==> config.mk <==
export PLATFORM = sky130hd
export DESIGN_NAME = rj_seq_ctrl_flat
export DESIGN_NICKNAME = d
export VERILOG_FILES = /design/src/rtl/rj_pkg.sv /design/src/rtl/rj_seq_ctrl_if.sv /design/src/rtl/rj_core.sv /design/src/rtl/rj_seq_ctrl.sv /design/src/flat_wrapper.sv
export SDC_FILE = /design/constraint.sdc
export NUM_CORES = 1
export LEC_CHECK = 0
export CORE_ASPECT_RATIO = 1.1
export CORE_UTILIZATION = 40
export CTS_BUF_LIST = sky130_fd_sc_hd__clkbuf_4 sky130_fd_sc_hd__clkbuf_8
export CTS_CLUSTER_SIZE = 40
export DETAILED_ROUTE_END_ITERATION = 10
export RECOVER_POWER = 25
export SYNTH_ARGS = -nofsm -noshare
export SYNTH_HDL_FRONTEND = slang
export SYNTH_SLANG_ARGS = --single-unit
==> constraint.sdc <==
create_clock -name clk -period 6.35 [get_ports clk]
set_clock_uncertainty 0.15 [all_clocks]
set_input_delay 1.905 -clock clk [delete_from_list [all_inputs] [get_ports clk]]
set_output_delay 1.905 -clock clk [all_outputs]
set_load 0.005 [all_outputs]
==> src/rtl/rj_pkg.sv <==
// Shared types and helpers for the ring/Johnson sequencer.
// Latency: none (types, constants and a pure function).
// Backpressure: none.
package rj_pkg;

    typedef enum logic [1:0] {
        IDLE = 2'd0,
        LOAD = 2'd1,
        RUN  = 2'd2,
        DONE = 2'd3
    } state_t;

    localparam logic MODE_RING    = 1'b0;
    localparam logic MODE_JOHNSON = 1'b1;

    // Widest counter that legal_code() can inspect.
    localparam int MAX_W = 32;

    // Returns 1 when the low w bits of q are a code the given mode can reach:
    // ring needs exactly one bit set; Johnson needs at most one 0/1 boundary
    // between adjacent bits (0..01..1 or 1..10..0).
    function automatic logic legal_code(input logic mode,
                                        input logic [MAX_W-1:0] q,
                                        input int w);
        int ones;
        int trans;
        ones  = 0;
        trans = 0;
        for (int i = 0; i < MAX_W; i++) begin
            if (i < w && q[i]) begin
                ones = ones + 1;
            end
        end
        for (int i = 0; i < MAX_W - 1; i++) begin
            if ((i + 1) < w && q[i] != q[i+1]) begin
                trans = trans + 1;
            end
        end
        if (mode == MODE_RING) begin
            return (ones == 1);
        end
        return (trans <= 1);
    endfunction

endpackage

==> src/rtl/rj_seq_ctrl_if.sv <==
// Command / status bundle between the control logic and the sequencer.
// Latency: none (wiring only).
// Backpressure: master holds cmd_valid until cmd_ready is seen high at an edge.
interface rj_seq_ctrl_if #(
    parameter int WIDTH = 4,
    parameter int CNT_W = 8
);
    logic             cmd_valid;
    logic             cmd_ready;
    logic             cmd_mode;
    logic [CNT_W-1:0] cmd_steps;
    logic             hold;
    logic             abort;
    logic [WIDTH-1:0] q;
    logic             busy;
    logic             done;
    logic             err;

    // Control side: issues commands, hold and abort; observes status.
    modport master (
        output cmd_valid, cmd_mode, cmd_steps, hold, abort,
        input  cmd_ready, q, busy, done, err
    );

    // Sequencer side.
    modport slave (
        input  cmd_valid, cmd_mode, cmd_steps, hold, abort,
        output cmd_ready, q, busy, done, err
    );
endinterface

==> src/rtl/rj_core.sv <==
// WIDTH-bit ring/Johnson shift register; no sequencing of its own.
// Latency: one cycle from clr/load/adv to q_o.
// Backpressure: none; priority is clr > load > adv, otherwise q holds.
module rj_core
    import rj_pkg::*;
#(
    parameter int WIDTH = 4
) (
    input  logic             clk,
    input  logic             rst,
    input  logic             clr_i,
    input  logic             load_i,
    input  logic [WIDTH-1:0] seed_i,
    input  logic             adv_i,
    input  logic             mode_i,
    output logic [WIDTH-1:0] q_o
);

    logic [WIDTH-1:0] q_q;
    logic [WIDTH-1:0] q_d;

    // Next counter value: clear, reload seed, or rotate (inverting feedback for Johnson).
    always_comb begin
        q_d = q_q;
        if (clr_i) begin
            q_d = '0;
        end else if (load_i) begin
            q_d = seed_i;
        end else if (adv_i) begin
            if (mode_i == MODE_JOHNSON) begin
                q_d = {q_q[WIDTH-2:0], ~q_q[WIDTH-1]};
            end else begin
                q_d = {q_q[WIDTH-2:0], q_q[WIDTH-1]};
            end
        end
    end

    // Counter register.
    always_ff @(posedge clk) begin
        if (rst) begin
            q_q <= '0;
        end else begin
            q_q <= q_d;
        end
    end

    assign q_o = q_q;

endmodule

==> src/rtl/rj_seq_ctrl.sv <==
// Command-driven sequencer: load mode seed, advance N steps, pulse done; hold/abort/self-repair.
// Latency: accept at E, q=seed after E+1, last advance at E+1+N, done during the next cycle.
// Backpressure: cmd_ready only in IDLE with abort low; hold freezes RUN without losing steps.
module rj_seq_ctrl
    import rj_pkg::*;
#(
    parameter int WIDTH = 4,
    parameter int CNT_W = 8
) (
    input  logic          clk,
    input  logic          rst,
    rj_seq_ctrl_if.slave  bus
);

    state_t           state_q, state_d;
    logic             mode_q, mode_d;
    logic [CNT_W-1:0] rem_q, rem_d;
    logic             err_q, err_d;

    logic             core_clr;
    logic             core_load;
    logic             core_adv;
    logic [WIDTH-1:0] seed;
    logic [WIDTH-1:0] core_q;
    logic             code_ok;

    // Ring starts from a single set LSB; Johnson starts from all zeros.
    assign seed    = (mode_q == MODE_RING) ? WIDTH'(1) : '0;
    assign code_ok = legal_code(mode_q, MAX_W'(core_q), WIDTH);

    rj_core #(
        .WIDTH (WIDTH)
    ) u_core (
        .clk    (clk),
        .rst    (rst),
        .clr_i  (core_clr),
        .load_i (core_load),
        .seed_i (seed),
        .adv_i  (core_adv),
        .mode_i (mode_q),
        .q_o    (core_q)
    );

    // Next-state and datapath control; abort > illegal-code repair > hold > advance.
    always_comb begin
        state_d   = state_q;
        mode_d    = mode_q;
        rem_d     = rem_q;
        err_d     = err_q;
        core_clr  = 1'b0;
        core_load = 1'b0;
        core_adv  = 1'b0;

        if (bus.abort) begin
            state_d  = IDLE;
            core_clr = 1'b1;
        end else begin
            unique case (state_q)
                IDLE: begin
                    // abort is low here, so cmd_ready is high
                    if (bus.cmd_valid) begin
                        mode_d  = bus.cmd_mode;
                        rem_d   = bus.cmd_steps;
                        err_d   = 1'b0;
                        state_d = LOAD;
                    end
                end
                LOAD: begin
                    core_load = 1'b1;
                    state_d   = (rem_q == '0) ? DONE : RUN;
                end
                RUN: begin
                    if (!code_ok) begin
                        // Corrupted counter: flag it and restart the pattern; the
                        // outstanding step count is kept.
                        err_d     = 1'b1;
                        core_load = 1'b1;
                    end else if (!bus.hold) begin
                        core_adv = 1'b1;
                        if (rem_q != '0) begin
                            rem_d = rem_q - CNT_W'(1);
                        end
                        if (rem_q <= CNT_W'(1)) begin
                            state_d = DONE;
                        end
                    end
                end
                DONE: begin
                    state_d = IDLE;
                end
                default: begin
                    state_d = IDLE;
                end
            endcase
        end
    end

    // Control registers.
    always_ff @(posedge clk) begin
        if (rst) begin
            state_q <= IDLE;
            mode_q  <= MODE_RING;
            rem_q   <= '0;
            err_q   <= 1'b0;
        end else begin
            state_q <= state_d;
            mode_q  <= mode_d;
            rem_q   <= rem_d;
            err_q   <= err_d;
        end
    end

    assign bus.cmd_ready = (state_q == IDLE) && !bus.abort;
    assign bus.busy      = (state_q == LOAD) || (state_q == RUN);
    assign bus.done      = (state_q == DONE);
    assign bus.err       = err_q;
    assign bus.q         = core_q;

endmodule

==> src/flat_wrapper.sv <==
// flat-port wrapper written by rule: the top's interface ports become plain ports
module rj_seq_ctrl_flat import rj_pkg::*;
#(
    parameter int WIDTH = 4,
    parameter int CNT_W = 8
)
  (clk, rst, bus_cmd_valid, bus_cmd_mode, bus_cmd_steps, bus_hold, bus_abort, bus_cmd_ready, bus_q, bus_busy, bus_done, bus_err);
  rj_seq_ctrl_if #(.WIDTH(WIDTH), .CNT_W(CNT_W)) bus_i ();
  input  logic clk;
  input  logic rst;
  input wire logic [$bits(bus_i.cmd_valid)-1:0] bus_cmd_valid;
  input wire logic [$bits(bus_i.cmd_mode)-1:0] bus_cmd_mode;
  input wire logic [$bits(bus_i.cmd_steps)-1:0] bus_cmd_steps;
  input wire logic [$bits(bus_i.hold)-1:0] bus_hold;
  input wire logic [$bits(bus_i.abort)-1:0] bus_abort;
  output wire logic [$bits(bus_i.cmd_ready)-1:0] bus_cmd_ready;
  output wire logic [$bits(bus_i.q)-1:0] bus_q;
  output wire logic [$bits(bus_i.busy)-1:0] bus_busy;
  output wire logic [$bits(bus_i.done)-1:0] bus_done;
  output wire logic [$bits(bus_i.err)-1:0] bus_err;
  assign bus_i.cmd_valid = bus_cmd_valid;
  assign bus_i.cmd_mode = bus_cmd_mode;
  assign bus_i.cmd_steps = bus_cmd_steps;
  assign bus_i.hold = bus_hold;
  assign bus_i.abort = bus_abort;
  assign bus_cmd_ready = bus_i.cmd_ready;
  assign bus_q = bus_i.q;
  assign bus_busy = bus_i.busy;
  assign bus_done = bus_i.done;
  assign bus_err = bus_i.err;
  rj_seq_ctrl #(.WIDTH(WIDTH), .CNT_W(CNT_W)) u_core (.clk(clk), .rst(rst), .bus(bus_i));
endmodule
Yosys cells after proc, flatten, opt, wreduce, memory -nomap -nowiden:

Cells that the tools add are included.

* register bits: 16
* input port bits: 14
* output and inout port bits: 8
* logic and storage cells: 76

* add/sub/neg operators: 6
* magnitude comparators: 2
* eq/ne operators: 13
* multiplexer cells: 34
* bitwise gates (word level): 2
* reductions and logical operators: 14

Operators with widths (number)
* $add 32x2->32 const B: 5
* $mux 32: 5
* $eq 32x2->1 const B: 1
* $le 32x2->1 const B: 1
* $mux 8: 4
* $pmux 8 s2: 1
* $mux 1: 15
* $le 8x1->1 const B: 1
* $logic_not 8->1: 1
* $mux 2: 4
* $mux 4: 2
* $pmux 2 s4: 1
* $reduce_and 4->1: 2
* $reduce_bool 8->1: 1
* $sub 8x1->8 const B: 1
* $ne 2x1->1 const B: 3
* $ne 2x2->1 const B: 3
* $reduce_and 6->1: 1
* $eq 2x2->1 const B: 2
* $pmux 1 s2: 2
* $reduce_bool 2->1: 2
* $reduce_or 2->1: 2
* $ne 1x1->1: 3
* $reduce_and 3->1: 1
* 6 further kinds: 7

Logic depth before layout (Yosys ltp):

* word-level depth: 14
* gate-level depth with buffers: 11
* gate-level depth less buffers: 10

By module:

From an unflattened synthesis, not the netlist that was laid out.

* cell total of the unflattened synthesis: 159
* area total of the unflattened synthesis: 1262.5 um2

Modules (own cells, without submodules)
* rj_seq_ctrl: instances 1, cells each 140, area each 1062.3 um2, seq. area each 240.2 um2
* rj_core: instances 1, cells each 19, area each 200.2 um2, seq. area each 80.1 um2

Least setup slack after synthesis:

No wires, ideal clock.

* kind: input-to-output
* start point: in bus_abort
* end point: out bus_cmd_ready
* data arrival time: 2020 ps
* data required time: 4295 ps
* setup slack: 2275 ps
* stages on the path: 1
* buffers on the path: 0
* cell sequence: nor2b_1

* longest elaborated chain between the ends: 2

Ends and longest elaborated chain
* from (decl): RTL line flat_wrapper.sv:15 `input wire logic [$bits(bus_i.abort)-1:0] bus_abort;`
* $logic_not 1->1: RTL line rj_seq_ctrl.sv:113 `assign bus.cmd_ready = (state_q == IDLE) && !bus.abort;`
* $logic_and 1x1->1: RTL line rj_seq_ctrl.sv:113
* to (decl): RTL line flat_wrapper.sv:16 `output wire logic [$bits(bus_i.cmd_ready)-1:0] bus_cmd_ready;`

No other way between the ends.

Worst setup path after layout:

Same ends and word-level chain as after synthesis.

==> metrics.yaml <==
critical_path:
  path_class: "in2out"
  worstPathCellList: "dlygate4sd3_1 > nor2b_1 > clkdlybuf4s50_1"
  end_kind: "primary output"
  cp-start-kind: "input port"
  r2r_slack_ns: 3.11
  required_ns: 4.30
  crit_family: "buffers and inverters"
  cp_slowest_cell: "dlygate4sd3_1"
  crit_start: "bus_abort"
  critPathArrivalTime_ns: 3.19
  cpPeakStageDelay_ns: 0.64
  rr_startpoint: "u_core.u_core.q_o[1]$_SDFFE_PP0P_"
  path_buf_inv: 2
  crit_fanout: 8
synthesis:
  yosys.area.top_type: "dfxtp_1"
  synth.avg_cell_area_sq_um: 8.04
  synth_nets: 172
  ys_seq_area_share_pct: 27.1
  synth-simple-area-share_pct: 20.5
  ys_seq_elements: 16
  yosysUniqueCellTypes: 40
  ys_top_cells_by_area: "dfxtp_1 (27%), ha_1 (12%), mux2i_1 (6.8%)"
  yosys_warnings: 0
  synth_compound_area_share_pct: 20.8
  synthAdderAreaFrac_pct: 11.6
  synth_mux_area_share_pct: 6.77
  synth_cells: 147
  synth_xor_area_share_pct: 5.93
  synth_top_family_by_area: "compound AO/OA/AOI/OAI gates"
  synth_top_area_share_pct: 27.1
  netlist_area_sq_um: 1180
timing:
  setup_tns_ns: 0
  min_period_ns: 5.24
  finalCritPeriodShare_pct: 82.6
  tightest_slew_ns: 0.744
  whs_ns: 0.346
  slew_headroom_pct: 50.4
  maxSlewViolCount: 0
  rsz0062_at_grt: "no"
  max_freq_mhz: 191
  setup_viol: 0
  hold_violations: 0
clocking:
  postCtsSetupRepairBufs: 0
  cts_tree: "built"
  cts_buffers: 3
  cts_resized: 0
  htree_levels: 1
  clock-sinks: 16
  clkLatencyLatePin_ns: 0.30
  root_buffer: "clkbuf_4"
  ctsHoldBuffers: 0
  cts.reportedPaths.clkPinSlew_ns: 0.10
  clock_path_buffers: 2
pwr:
  clock_power_share_pct: 28.0
  vdd_drop_max_mv: 0.0968
  power_density_nw_per_um2: 174
  pwr-share-comb_pct: 26.7
  power.switching_mw: 0.0763
  p_int_mw: 0.175
  switching_share_pct: 30.4
  p_leak_nw: 0.628
  p_seq_share_pct: 45.3
layout:
  nFillCells: 272
  diodes: 0
  syn2layout_area_growth_pct: 21.6
  final_util_pct: 51.8
  nNetsFinal: 192
  drive_gt1_share_pct: 3.01
worst_hold_path:
  hold_class: "reg2reg"
  hp-start: "u_core.rem_q[3]$_SDFFE_PP0P_"
placement:
  dp_hpwl_mm: 1.96
  gp_congestion: 0.810
  port_buffers: 21
route:
  drc_errors: 0
  drtIter0Drc: 31
  dr.pass1.iters: 4
  ant_nets: 0
  drt_wl_total_mm: 2.58
  vias_per_cell: 5.47
  routedWlPerCell_um: 13.0
  vias: 1088
global_route:
  grt_pass1_vias: 1021
  use_met3_pct: 3.08
  grt_use_met1_pct: 23.8
  top_usage_layer: "met2"
  grt_antenna_before_repair: 0
  met2_usage_pct: 31.7
  grt_pass1_wl_mm: 4.38
  grtUsageTotal_pct: 18.7
  grt_max_degree: 23
  grt_overflow: 0
floorplanning:
  coreArea_sq_um: 2780
  start_util_pct: 42.6
  row_count: 20
  io_pins: 22
  fp.dieW_um: 53.8
  die-area_sq_um: 3180
  dieHeight_um: 59.0
job:
  cap_violations: 0
status:
  status: "complete, no violations"
registers in the layout (all words and copies together), names as in the netlist:
signal	cells
u_core.bus.err	1
u_core.rem_q	8
u_core.state_q	2
u_core.mode_q	1
u_core.u_core.q_o	4
cells by family after synthesis:
logic type,Yosys count
AND/OR/NAND/NOR,50
AO/OA/AOI/OAI,34
buffers and inverters,20
flip-flops,16
adder cells (fa/ha/maj),11
XOR/XNOR,8
multiplexers,8
per-layer routing:
metal,wire (um),vias up
met4,29,0
met1,1210,503
met2,1240,23
li1,-,557
met3,108,5
met5,0,-
stage by stage:
stage	cells	setup WS [ns]	area, sq um	power [mW]
after global placement	195	1.22	1400	0.181
after floorplan	147	2.28	1180	0.160
final	199	1.11	1440	0.251
after detailed placement	195	1.19	1400	0.183
after global routing	199	1.06	1440	0.265
after CTS	199	1.19	1440	0.252
cell type report:
class	instances	area (sq um)	share of cell area, %
Clock buffer	4	36.3	2.52
Tap cell	33	41.3	2.87
Multi-Input combinational cell	111	777	54.0
Inverter	14	52.6	3.66
Sequential cell	16	320	22.3
Timing Repair Buffer	21	210	14.6
final timing paths:
| kind | to | cells past startpoint |
|---|---|---|
| min | u_core.rem_q[3]$_SDFFE_PP0P_ | 2 |
| max | bus_cmd_ready | 3 |
| min reg2reg | u_core.rem_q[3]$_SDFFE_PP0P_ | 2 |
| max reg2reg | u_core.u_core.q_o[0]$_SDFFE_PP0P_ | 10 |
layout by cell type (no fill, tap or decap), types with 2 or more instances in the layout:
cell	Yosys	final
a211o_1	4	4
a21oi_1	9	9
a31oi_1	2	2
clkbuf_4	0	3
clkdlybuf4s50_1	0	17
dfxtp_1	16	16
dlygate4sd3_1	0	4
ha_1	11	11
inv_1	14	14
mux2i_1	8	8
nand2_1	11	11
nor2_1	18	18
nor2b_1	4	4
nor3_1	7	7
o21ai_0	2	2
o21ai_1	3	3
o221a_1	2	2
or4_1	2	2
xnor2_1	3	3
xor2_1	5	5
synth_stat cells:
library cell,count
nor2_1,18
dfxtp_1,16
inv_1,14
ha_1,11
nand2_1,11
a21oi_1,9
mux2i_1,8
nor3_1,7
xor2_1,5
a211o_1,4
nor2b_1,4
clkbuf_1,3
o21ai_1,3
xnor2_1,3
a31oi_1,2
buf_2,2
o21ai_0,2
o221a_1,2
or4_1,2
a21bo_2,1
a21o_1,1
a221o_1,1
a32oi_1,1
a41oi_1,1
and3_1,1
buf_6,1
nand2b_1,1
nand3_1,1
nand3b_1,1
nor4_1,1
o211a_1,1
o21a_1,1
o22ai_1,1
o2bb2ai_1,1
o311a_1,1
o31a_1,1
o32a_1,1
or3_1,1
or4b_1,1
or4bb_1,1
power by group through the flow:
stage / sequential [mW] / clock, mW / combinational, mW
detailed placement: 0.116 / 0 / 0.0669
finish: 0.114 / 0.0701 / 0.0670
CTS: 0.114 / 0.0713 / 0.0672
floorplan: 0.114 / 0 / 0.0463
global route: 0.115 / 0.0754 / 0.0750
global placement: 0.116 / 0 / 0.0658
worst min-delay path: stages (launching register included):
cell	delay [ns]
dfxtp_1	0.34
nand2_1	0.06
a21oi_1	0.06
Note: power is estimated with default switching activity, not from simulation.
